File: config.mk
export PLATFORM = sky130hd
export DESIGN_NAME = cnn_sync_rx
export DESIGN_NICKNAME = d
export VERILOG_FILES = /design/src/rtl/cnn_sync_pkg.sv /design/src/rtl/cnn_run_len.sv /design/src/rtl/cnn_sync_rx.sv
export SDC_FILE = /design/constraint.sdc
export NUM_CORES = 1
export LEC_CHECK = 0
export BUFFER_PORTS_ARGS = -buffer_cell sky130_fd_sc_hd__buf_2
export CAP_MARGIN = 20
export CORE_UTILIZATION = 40
export DETAILED_ROUTE_END_ITERATION = 12
export GPL_TIMING_DRIVEN = 0
export RECOVER_POWER = 50
export SETUP_SLACK_MARGIN = 0.02
export SLEW_MARGIN = 30
export SYNTH_ARGS = -nofsm -noshare
export SYNTH_HDL_FRONTEND = slang
export SYNTH_SLANG_ARGS = --single-unit
File: constraint.sdc
create_clock -name clk -period 5.6 [get_ports clk]
set_input_delay 0.28 -clock clk [delete_from_list [all_inputs] [get_ports clk]]
set_output_delay 0.28 -clock clk [all_outputs]
set_load 0.1 [all_outputs]
File: src/rtl/cnn_sync_pkg.sv
// Shared types and constants for the CNN frame-timing receive checker.
// Holds the FSM state encoding and the bit positions of the sticky error vector.
package cnn_sync_pkg;

    localparam int unsigned ERR_W     = 5;
    localparam int unsigned ERR_VSYNC = 0;
    localparam int unsigned ERR_HSYNC = 1;
    localparam int unsigned ERR_WIDTH = 2;
    localparam int unsigned ERR_FRAME = 3;
    localparam int unsigned ERR_ORDER = 4;

    typedef enum logic [2:0] {
        StIdle,
        StVsync,
        StWaitH,
        StHsync,
        StData,
        StDone
    } state_e;

endpackage

File: src/rtl/cnn_run_len.sv
// Edge detector with a saturating run-length counter for one strobe.
// The length stays valid on the fall cycle and holds until the next rise.
module cnn_run_len
    import cnn_sync_pkg::*;
#(
    parameter int unsigned Width = 12
) (
    input  logic             clk_i,
    input  logic             rst_i,
    input  logic             run_i,
    output logic             rise_o,
    output logic             fall_o,
    output logic [Width-1:0] len_o
);

    logic             run_q;
    logic [Width-1:0] len_q, len_d;

    assign rise_o = run_i & ~run_q;
    assign fall_o = ~run_i & run_q;
    assign len_o  = len_q;

    always_comb begin
        len_d = len_q;
        if (rise_o) begin
            len_d = {{(Width-1){1'b0}}, 1'b1};
        end else if (run_i && (len_q != {Width{1'b1}})) begin
            len_d = len_q + 1'b1;
        end
    end

    always_ff @(posedge clk_i or posedge rst_i) begin
        if (rst_i) begin
            run_q <= 1'b0;
            len_q <= '0;
        end else begin
            run_q <= run_i;
            len_q <= len_d;
        end
    end

endmodule

File: src/rtl/cnn_sync_rx.sv
// Receive-side checker for CNN vsync/hsync/data run strobes: rebuilds row, column
// and frame-linear beat index, and flags timing mismatches in sticky error bits.
module cnn_sync_rx
    import cnn_sync_pkg::*;
#(
    parameter int unsigned W_SIZE       = 12,
    parameter int unsigned W_FRAME_SIZE = 2 * W_SIZE + 1,
    parameter int unsigned W_DELAY      = 12
) (
    input  logic                    clk,
    input  logic                    rst,
    input  logic [W_SIZE-1:0]       q_width,
    input  logic [W_SIZE-1:0]       q_height,
    input  logic [W_DELAY-1:0]      q_vsync_delay,
    input  logic [W_DELAY-1:0]      q_hsync_delay,
    input  logic [W_FRAME_SIZE-1:0] q_frame_size,
    input  logic                    i_vsync_run,
    input  logic                    i_hsync_run,
    input  logic                    i_data_run,
    input  logic                    i_err_clr,
    output logic                    o_valid,
    output logic [W_SIZE-1:0]       o_row,
    output logic [W_SIZE-1:0]       o_col,
    output logic [W_FRAME_SIZE-1:0] o_data_count,
    output logic                    o_line_done,
    output logic                    o_frame_done,
    output logic                    o_frame_ok,
    output logic                    o_busy,
    output logic [ERR_W-1:0]        o_err
);

    state_e                  state_q;
    logic [W_SIZE-1:0]       row_q, col_q, row_inc, col_inc;
    logic [W_FRAME_SIZE-1:0] cnt_q, cnt_inc;
    logic [W_SIZE-1:0]       out_row_q, out_col_q;
    logic [W_FRAME_SIZE-1:0] out_cnt_q;
    logic                    valid_q, line_done_q, frame_done_q, frame_ok_q;
    logic [ERR_W-1:0]        err_q, err_set;
    logic                    frame_err_q;
    logic                    abort, beat, overlap;

    logic               vs_rise, vs_fall, hs_rise, hs_fall;
    logic [W_DELAY-1:0] vs_len, hs_len;

    cnn_run_len #(.Width(W_DELAY)) u_vsync_len (
        .clk_i  (clk),
        .rst_i  (rst),
        .run_i  (i_vsync_run),
        .rise_o (vs_rise),
        .fall_o (vs_fall),
        .len_o  (vs_len)
    );

    cnn_run_len #(.Width(W_DELAY)) u_hsync_len (
        .clk_i  (clk),
        .rst_i  (rst),
        .run_i  (i_hsync_run),
        .rise_o (hs_rise),
        .fall_o (hs_fall),
        .len_o  (hs_len)
    );

    assign overlap = (i_vsync_run & i_hsync_run) | (i_vsync_run & i_data_run)
                   | (i_hsync_run & i_data_run);
    assign row_inc = (row_q == {W_SIZE{1'b1}}) ? row_q : row_q + 1'b1;
    assign col_inc = (col_q == {W_SIZE{1'b1}}) ? col_q : col_q + 1'b1;
    assign cnt_inc = (cnt_q == {W_FRAME_SIZE{1'b1}}) ? cnt_q : cnt_q + 1'b1;

    always_comb begin
        err_set = '0;
        abort   = 1'b0;
        beat    = 1'b0;
        case (state_q)
            StVsync: begin
                if (vs_fall) begin
                    if (vs_len != q_vsync_delay) err_set[ERR_VSYNC] = 1'b1;
                    if (i_data_run) begin
                        err_set[ERR_ORDER] = 1'b1;
                        abort              = 1'b1;
                    end
                end
            end
            StWaitH: begin
                if (i_data_run) begin
                    err_set[ERR_ORDER] = 1'b1;
                    abort              = 1'b1;
                end else if (i_vsync_run) begin
                    err_set[ERR_FRAME] = 1'b1;
                    abort              = 1'b1;
                end
            end
            StHsync: begin
                if (hs_fall && (hs_len != q_hsync_delay)) err_set[ERR_HSYNC] = 1'b1;
                // A second hsync before any data means the line is malformed.
                if (i_vsync_run || hs_rise) begin
                    err_set[ERR_ORDER] = 1'b1;
                    abort              = 1'b1;
                end else if (i_data_run) begin
                    beat = 1'b1;
                end
            end
            StData: begin
                if (i_vsync_run) begin
                    err_set[ERR_ORDER] = 1'b1;
                    abort              = 1'b1;
                end else if (i_data_run) begin
                    beat = 1'b1;
                end else if (col_q != q_width) begin
                    err_set[ERR_WIDTH] = 1'b1;
                end
            end
            StDone: begin
                if (cnt_q != q_frame_size) err_set[ERR_FRAME] = 1'b1;
            end
            default: ;
        endcase
        if ((state_q != StIdle) && overlap) begin
            err_set[ERR_ORDER] = 1'b1;
            abort              = 1'b1;
            beat               = 1'b0;
        end
    end

    always_ff @(posedge clk or posedge rst) begin
        if (rst) begin
            state_q      <= StIdle;
            row_q        <= '0;
            col_q        <= '0;
            cnt_q        <= '0;
            out_row_q    <= '0;
            out_col_q    <= '0;
            out_cnt_q    <= '0;
            valid_q      <= 1'b0;
            line_done_q  <= 1'b0;
            frame_done_q <= 1'b0;
            frame_ok_q   <= 1'b0;
            err_q        <= '0;
            frame_err_q  <= 1'b0;
        end else begin
            err_q        <= (i_err_clr ? '0 : err_q) | err_set;
            frame_err_q  <= frame_err_q | (|err_set);
            valid_q      <= beat;
            line_done_q  <= 1'b0;
            frame_done_q <= 1'b0;
            frame_ok_q   <= 1'b0;
            if (beat) begin
                out_row_q <= row_q;
                out_col_q <= col_q;
                out_cnt_q <= cnt_q;
                col_q     <= col_inc;
                cnt_q     <= cnt_inc;
            end
            if (abort) begin
                state_q <= StIdle;
                row_q   <= '0;
                col_q   <= '0;
                cnt_q   <= '0;
            end else begin
                case (state_q)
                    StIdle: begin
                        // Only a fresh rising edge starts a frame, never a held-over vsync.
                        if (vs_rise) begin
                            state_q     <= StVsync;
                            row_q       <= '0;
                            col_q       <= '0;
                            cnt_q       <= '0;
                            frame_err_q <= 1'b0;
                        end
                    end
                    StVsync: begin
                        if (vs_fall) state_q <= i_hsync_run ? StHsync : StWaitH;
                    end
                    StWaitH: begin
                        if (i_hsync_run) state_q <= StHsync;
                    end
                    StHsync: begin
                        if (beat) state_q <= StData;
                    end
                    StData: begin
                        if (!i_data_run) begin
                            line_done_q <= 1'b1;
                            col_q       <= '0;
                            row_q       <= row_inc;
                            if (row_inc == q_height) begin
                                state_q <= StDone;
                            end else begin
                                state_q <= i_hsync_run ? StHsync : StWaitH;
                            end
                        end
                    end
                    StDone: begin
                        frame_done_q <= 1'b1;
                        frame_ok_q   <= ~frame_err_q & ~(|err_set);
                        state_q      <= StIdle;
                    end
                    default: state_q <= StIdle;
                endcase
            end
        end
    end

    assign o_valid      = valid_q;
    assign o_row        = out_row_q;
    assign o_col        = out_col_q;
    assign o_data_count = out_cnt_q;
    assign o_line_done  = line_done_q;
    assign o_frame_done = frame_done_q;
    assign o_frame_ok   = frame_ok_q;
    assign o_busy       = (state_q != StIdle);
    assign o_err        = err_q;

endmodule

==> impl_metrics.yaml, run 1 <==
detailed_routing:
  routed_wl_um: 19500
  firstDrtPassIters: 9
  drcViolationCount: 20
  drt_iter0_drc: 404
  post_drt_wl_per_cell_um: 15.6
  num_vias: 6441
  ant_nets: 0
  routed_via_density: 5.17
clocking:
  cts.path.max_buffers: 2
  cts_tree: "yes"
  cts_buffers: 17
  root_buffer: "clkbuf_16"
  cts_resized: 0
  clk-insertion-delay-late_ps: 420
  path_clk_slew_ps: 60
  clock_sinks: 137
  cts_max_level: 4
global_route:
  grt_pass1_wl_um: 31500
  grt_start_max_net_pins: 72
  grtUsageTotal_pct: 21.0
  grt_pass1_vias: 6163
  overflow: 0
  antenna_found_initial: 0
timing:
  slew_headroom_pct: -106
  rsz0062_at_grt: "no"
  worst_pin_slew_ps: 3070
  whs_ps: 105
  setup_tns_ps: 0
  clock-skew-final_ps: 9.42
  fin_crit_sh_pct: 57.2
  hold_viol: 0
  min_period_ps: 3200
  final-max-slew-violation-count: 67
  setup_viol: 0
  fin_ws_ps: 2400
  fmax_mhz: 312
power_and_ir_drop:
  leakage_nw: 4.22
  combPwrFrac_pct: 18.2
  clockPowerShare_pct: 41.4
  power_mw: 2.67
  power_frac_seq_pct: 40.4
  switchingPower_mw: 0.831
  vdd_ir_drop_max_uv: 203
  p_sw_share_pct: 31.1
  p_int_mw: 1.84
  power_density_nw_per_um2: 295
finish:
  final_cells: 1246
  drive_gt1_share_pct: 16.7
  num_antenna_cells: 0
  area_delta_synth_final_pct: 21.0
  final_net_count: 1088
  fill_cells: 1794
logic_synthesis:
  synth.yosys.seq_area_share_pct: 45.8
  async_flop_share_pct: 100
  synth_top_family_by_area: "simple AND/OR/NAND/NOR gates"
  synthAdderAreaFrac_pct: 0.836
  syn-cell-area_um2: 7480
  yosys_warnings: 0
  avgSynthCellArea_um2: 8.85
  synth.mux.area_fraction_pct: 0.836
  synth_edf_count: 0
  synth-main-ff-cell: "dfrtp_1"
  synth_xor_area_share_pct: 14.2
  ys_ff_latch: 137
  syn-num-nets: 929
  synth.distinct_cells: 62
  synth-compound-area-share_pct: 9.05
  synthSimpleGateAreaFrac_pct: 25.1
  synth_cells: 845
critical_path:
  critPathLaunchType: "register"
  required_ps: 5910
  timing.rr.start: "row_q[0]"
  cp.arrival_ps: 3520
  worstSetupEndpointType: "register"
  path_cells: "ha_1 > nand4_2 > nor4_4 > o211ai_1 > a32o_1 > a2111o_1 > a2111o_1 > a21o_1"
  worstPathMaxFanout: 10
  worst-path-buf-inv: 0
  crit_type: "reg -> reg"
  critPathMostFrequentCell: "a2111o_1"
  critPathTopFamily: "compound AO/OA/AOI/OAI gates"
  cp-startpoint: "row_q[0]"
  critPathSlowestCell: "nor4_4"
  critPathMaxStageDelay_ps: 590
floorplan:
  start_util_pct: 41.2
  fp.dieArea_um2: 19300
  io_pins: 138
  fp.coreArea_um2: 18100
  row_count: 49
  die_y_um: 139
  die_w_um: 139
min_path:
  min_path_type: "in -> reg"
  holdCritStartpoint: "i_err_clr"
place:
  hpwl_um: 14000
  dpl.cell_count: 1212
  place_congestion: 0.856
  io_buffers: 137
  place_ws_ps: 2390
status:
  status: "complete, but fails checks"
  violations: "design-rule violations, max-capacitance violations, max-slew violations"
flow_run:
  cap_violations: 1
cell families after synthesis:
| logic type | Yosys count |
|---|---|
| compound gates | 111 |
| mux | 6 |
| xor+xnor | 119 |
| buf+inv | 67 |
| fa+ha+maj | 5 |
| flops | 137 |
| simple gates | 400 |
state kept, by name (all words and copies together) (netlist names):
| signal | count |
|---|---|
| o_frame_ok | 1 |
| u_vsync_len.len_o | 12 |
| o_err | 5 |
| row_q | 12 |
| u_hsync_len.run_q | 1 |
| col_q | 12 |
| cnt_q | 25 |
| o_col | 12 |
| frame_err_q | 1 |
| state_q | 3 |
| o_valid | 1 |
| u_vsync_len.run_q | 1 |
| u_hsync_len.len_o | 12 |
| o_row | 12 |
| o_line_done | 1 |
| o_frame_done | 1 |
| o_data_count | 25 |
cells in the final DEF, fill, tap and decap left out, types with 10 or more instances in the layout:
cell,instances
a21oi_1,24
buf_2,113
clkbuf_1,54
clkbuf_16,17
dfrtp_1,137
inv_1,21
nand2_1,172
nand3_1,33
nand4_1,23
nor2_1,81
nor3_1,17
nor4_1,12
o21ai_0,45
or3_1,10
xnor2_1,64
xor2_1,54
cell type report:
cell class / count / area (µm²) / share of cell area (%)
Buffer: 44 / 228 / 2.52
Clock buffer: 19 / 433 / 4.78
Clock inverter: 13 / 146 / 1.62
Inverter: 23 / 87.6 / 0.968
Multi-Input combinational cell: 641 / 3740 / 41.4
Sequential cell: 137 / 3430 / 37.9
Tap cell: 229 / 287 / 3.17
Timing Repair Buffer: 140 / 697 / 7.70
cells in the mapped netlist, types with 4 or more instances:
| cell type | count | area [µm²] |
|---|---|---|
| or2_2 | 4 | 25.0 |
| clkbuf_1 | 23 | 86.3 |
| a31oi_1 | 6 | 37.5 |
| xor2_1 | 54 | 473 |
| nor2_1 | 81 | 304 |
| ha_1 | 5 | 62.6 |
| nor4_1 | 12 | 75.1 |
| mux2i_1 | 4 | 40.0 |
| and3_1 | 8 | 50.1 |
| and2_1 | 4 | 25.0 |
| buf_2 | 5 | 25.0 |
| xnor2_1 | 64 | 561 |
| nor3_1 | 17 | 85.1 |
| o21ai_0 | 45 | 225 |
| nand4_1 | 23 | 144 |
| nand3_1 | 33 | 165 |
| inv_1 | 22 | 82.6 |
| nand3b_1 | 4 | 30.0 |
| dfrtp_1 | 137 | 3430 |
| or3_1 | 10 | 62.6 |
| a21oi_1 | 24 | 120 |
| and4_1 | 6 | 52.6 |
| o31ai_1 | 6 | 45.0 |
| nor2b_1 | 8 | 50.1 |
| nand2_1 | 172 | 646 |
| buf_1 | 6 | 22.5 |
final timing paths:
kind,to,slack (ps),cells after the start
hold reg to reg,o_col[5],470,2
setup reg to reg,state_q[1],2400,8
hold / removal,o_err[2],110,2
max in group asynchronous,row_q[4],2930,3
min in group asynchronous,o_err[2],1290,3
setup / recovery,state_q[1],2400,8
per-stage QoR:
stage / util (%) / area, µm²
6_report: 49.9 / 9050
5_1_grt: 49.9 / 9050
4_1_cts: 50.1 / 9090
3_5_place_dp: 46.8 / 8490
3_3_place_gp: 46.6 / 8450
2_1_floorplan: - / 7480
what timing repair did:
action	4_1_cts	5_1_grt
hold buffers	2	0
hold endpoints to repair	67	0
buffers inserted	0	0
layer usage:
metal  vias to the layer above  wire (µm)  global-route usage [%]  part of all wire [%]
met4                         0        386                    8.54                   2.0
met1                      3060       9140                    28.5                    47
met5                         -          0                       0                     0
met3                        29        861                    3.69                   4.4
met2                       171       9070                    33.2                    47
li1                       3181          -                       -                     -
power groups by stage:
stage / logic, mW / clock network, mW / registers, mW
finish: 0.487 / 1.10 / 1.08
global route: 0.533 / 1.17 / 1.09
CTS: 0.490 / 1.13 / 1.08
detailed placement: 0.487 / 0 / 1.10
global placement: 0.479 / 0 / 1.10
floorplan: 0.289 / 0 / 1.14
worst register-to-register path: stages (launching register included):
cell and delay (ps):
dfrtp_1 460, ha_1 370, nand4_2 230, nor4_4 590
o211ai_1 200, a32o_1 260, a2111o_1 350, a2111o_1 440
a21o_1 190
(Power assumes the default switching activity.)
==> run 2, diff against run 1 <==
==> constraint.sdc (replaced) <==
create_clock -name clk -period 2.7 [get_ports clk]
set_input_delay 0.135 -clock clk [delete_from_list [all_inputs] [get_ports clk]]
set_output_delay 0.135 -clock clk [all_outputs]
set_load 0.1 [all_outputs]
==> run 2 against run 1 <==
The flow still finishes with violations (design-rule violations, max-capacitance violations, max-slew violations). Non-clock buffer count grew 18. Critical endpoint unchanged. Maximum frequency grew 20%. Global-route usage grew 0.44 points. Final cell count grew 1.4%.
==> impl_metrics.yaml, run 2 (same netlist as run 1, synthesis figures left out) <==
timing:
  slew_headroom_pct: -4.86
  setup_viol: 0
  clock-skew-final_ps: 6.17
  rsz0062_at_grt: "yes"
  fin_crit_sh_pct: 98.9
  fmax_mhz: 375
  min_period_ps: 2670
  hold_viol: 0
  final-max-slew-violation-count: 58
  worst_pin_slew_ps: 1570
floorplan:
  io_pins: 138
  die_w_um: 139
  row_count: 49
  fp.coreArea_um2: 18100
  fp.dieArea_um2: 19300
  start_util_pct: 41.2
  die_y_um: 139
clocking:
  root_buffer: "clkbuf_16"
  cts_buffers: 17
  clk-insertion-delay-late_ps: 420
  cts.path.max_buffers: 2
  clock_sinks: 137
  cts_max_level: 4
  cts_tree: "yes"
  path_clk_slew_ps: 60
power_and_ir_drop:
  p_int_mw: 4.03
  power_frac_seq_pct: 38.8
  power_mw: 5.75
  p_sw_share_pct: 30.0
  vdd_ir_drop_max_uv: 454
  clockPowerShare_pct: 43.6
  power_density_nw_per_um2: 619
  switchingPower_mw: 1.72
  combPwrFrac_pct: 17.6
  leakage_nw: 4.35
place:
  placed_cell_area_um2: 8580
  hpwl_um: 14400
  io_buffers: 137
  place_congestion: 0.858
critical_path:
  r2r_slack_ps: 30
  cp.arrival_ps: 2980
  critPathSlowestCell: "or4_4"
  path_cells: "buf_4 > ha_4 > nand4_4 > nor4_4 > buf_6 > or4_4 > a32o_2 > a2111o_1 > a2111o_1 > a21o_1"
  critPathLaunchType: "register"
  critPathMaxStageDelay_ps: 460
  timing.rr.start: "row_q[1]"
  worstPathMaxFanout: 5
  r2r-end: "state_q[1]"
  cp-startpoint: "row_q[1]"
  crit_type: "reg -> reg"
  worstSetupEndpointType: "register"
  critPathMostFrequentCell: "a2111o_1"
  reg2reg_depth: 10
  required_ps: 3010
finish:
  fill_cells: 1723
  drive_gt1_share_pct: 18.8
  multi_input_area_um2: 3800
  final_net_count: 1106
  area_delta_synth_final_pct: 24.3
  final_common_cell: "nand2_1"
  fin_area_um2: 9300
  regArea_um2: 3430
  layout_common_cells: "nand2_1, dfrtp_1, buf_2, nor2_1, xnor2_1"
  num_antenna_cells: 0
  final_util_pct: 51.2
min_path:
  min_path_type: "in -> reg"
  holdCritStartpoint: "i_data_run"
  min_path_cells: 3
  holdPathEnd: "o_err[3]"
detailed_routing:
  drcViolationCount: 6
  routed_via_density: 5.11
  num_vias: 6462
  routed_wl_um: 19700
  ant_nets: 0
  drt_iter0_drc: 419
  firstDrtPassIters: 8
  post_drt_wl_per_cell_um: 15.6
global_route:
  grt_pass1_vias: 6152
  grtUsageTotal_pct: 21.4
  grt_start_max_net_pins: 30
  overflow: 0
  antenna_found_initial: 0
  grt_pass1_wl_um: 32600
flow_run:
  cap_violations: 2
status:
  status: "complete, but fails checks"
  violations: "design-rule violations, max-capacitance violations, max-slew violations"
## run 2: worst max path at each step
stage	cells after the start	end
3_3_place_gp	8	state_q[1]
2_1_floorplan	9	state_q[1]
3_5_place_dp	8	state_q[1]
6_report	10	state_q[1]
5_1_grt	9	state_q[0]
4_1_cts	9	state_q[1]
## run 2: metrics by stage
step           setup slack (ps)  setup TNS (ps)  hold WS (ps)  std cells
2_1_floorplan              30.8               0           166        845
3_3_place_gp               -391          -14420           286       1211
3_5_place_dp               -427           -1130           150       1216
4_1_cts                    26.3               0           184       1262
5_1_grt                   -48.2            -101           216       1264
6_report                   30.1               0           209       1264
## run 2: cell type report
cell class	count	share of cell area, %
clock inverter	14	2.10
inverter	23	0.942
clock buffer	18	4.72
sequential	137	36.9
timing repair buffer	158	8.91
tap	229	3.08
multi-input combinational	641	40.8
buffer	44	2.53
## run 2: critical path, delay by kind of cell, from the launching register on
family / cells / cell delay, ps
adder cells (fa/ha/maj): 1 / 160
AND/OR/NAND/NOR: 3 / 640
AO/OA/AOI/OAI: 4 / 1100
flip-flops: 1 / 390
buffers and inverters: 2 / 270
## run 2: per-layer routing
metal,share of wire [%],up-vias,routed length [µm],GRT usage [%]
met2,46,151,9120,33.8
met5,0,-,0,0
li1,-,3221,-,-
met3,4.4,17,870,4.21
met1,48,3073,9570,30.1
met4,0.94,0,185,5.44
## run 2: power groups by stage
stage	combinational [mW]	sequential, mW	clock, mW
floorplan	0.600	2.37	0
global placement	0.998	2.27	0
detailed placement	1.02	2.27	0
CTS	1.03	2.23	2.54
global route	1.10	2.25	2.64
finish	1.01	2.23	2.51
## run 2: repair_timing
action                                  4_1_cts  5_1_grt
hold endpoints to repair                     17        0
setup buffers                                10        2
endpoints found under the setup margin        3       33
hold buffers                                  4        0
pin swaps                                     7        1
gates resized for setup                       8        7
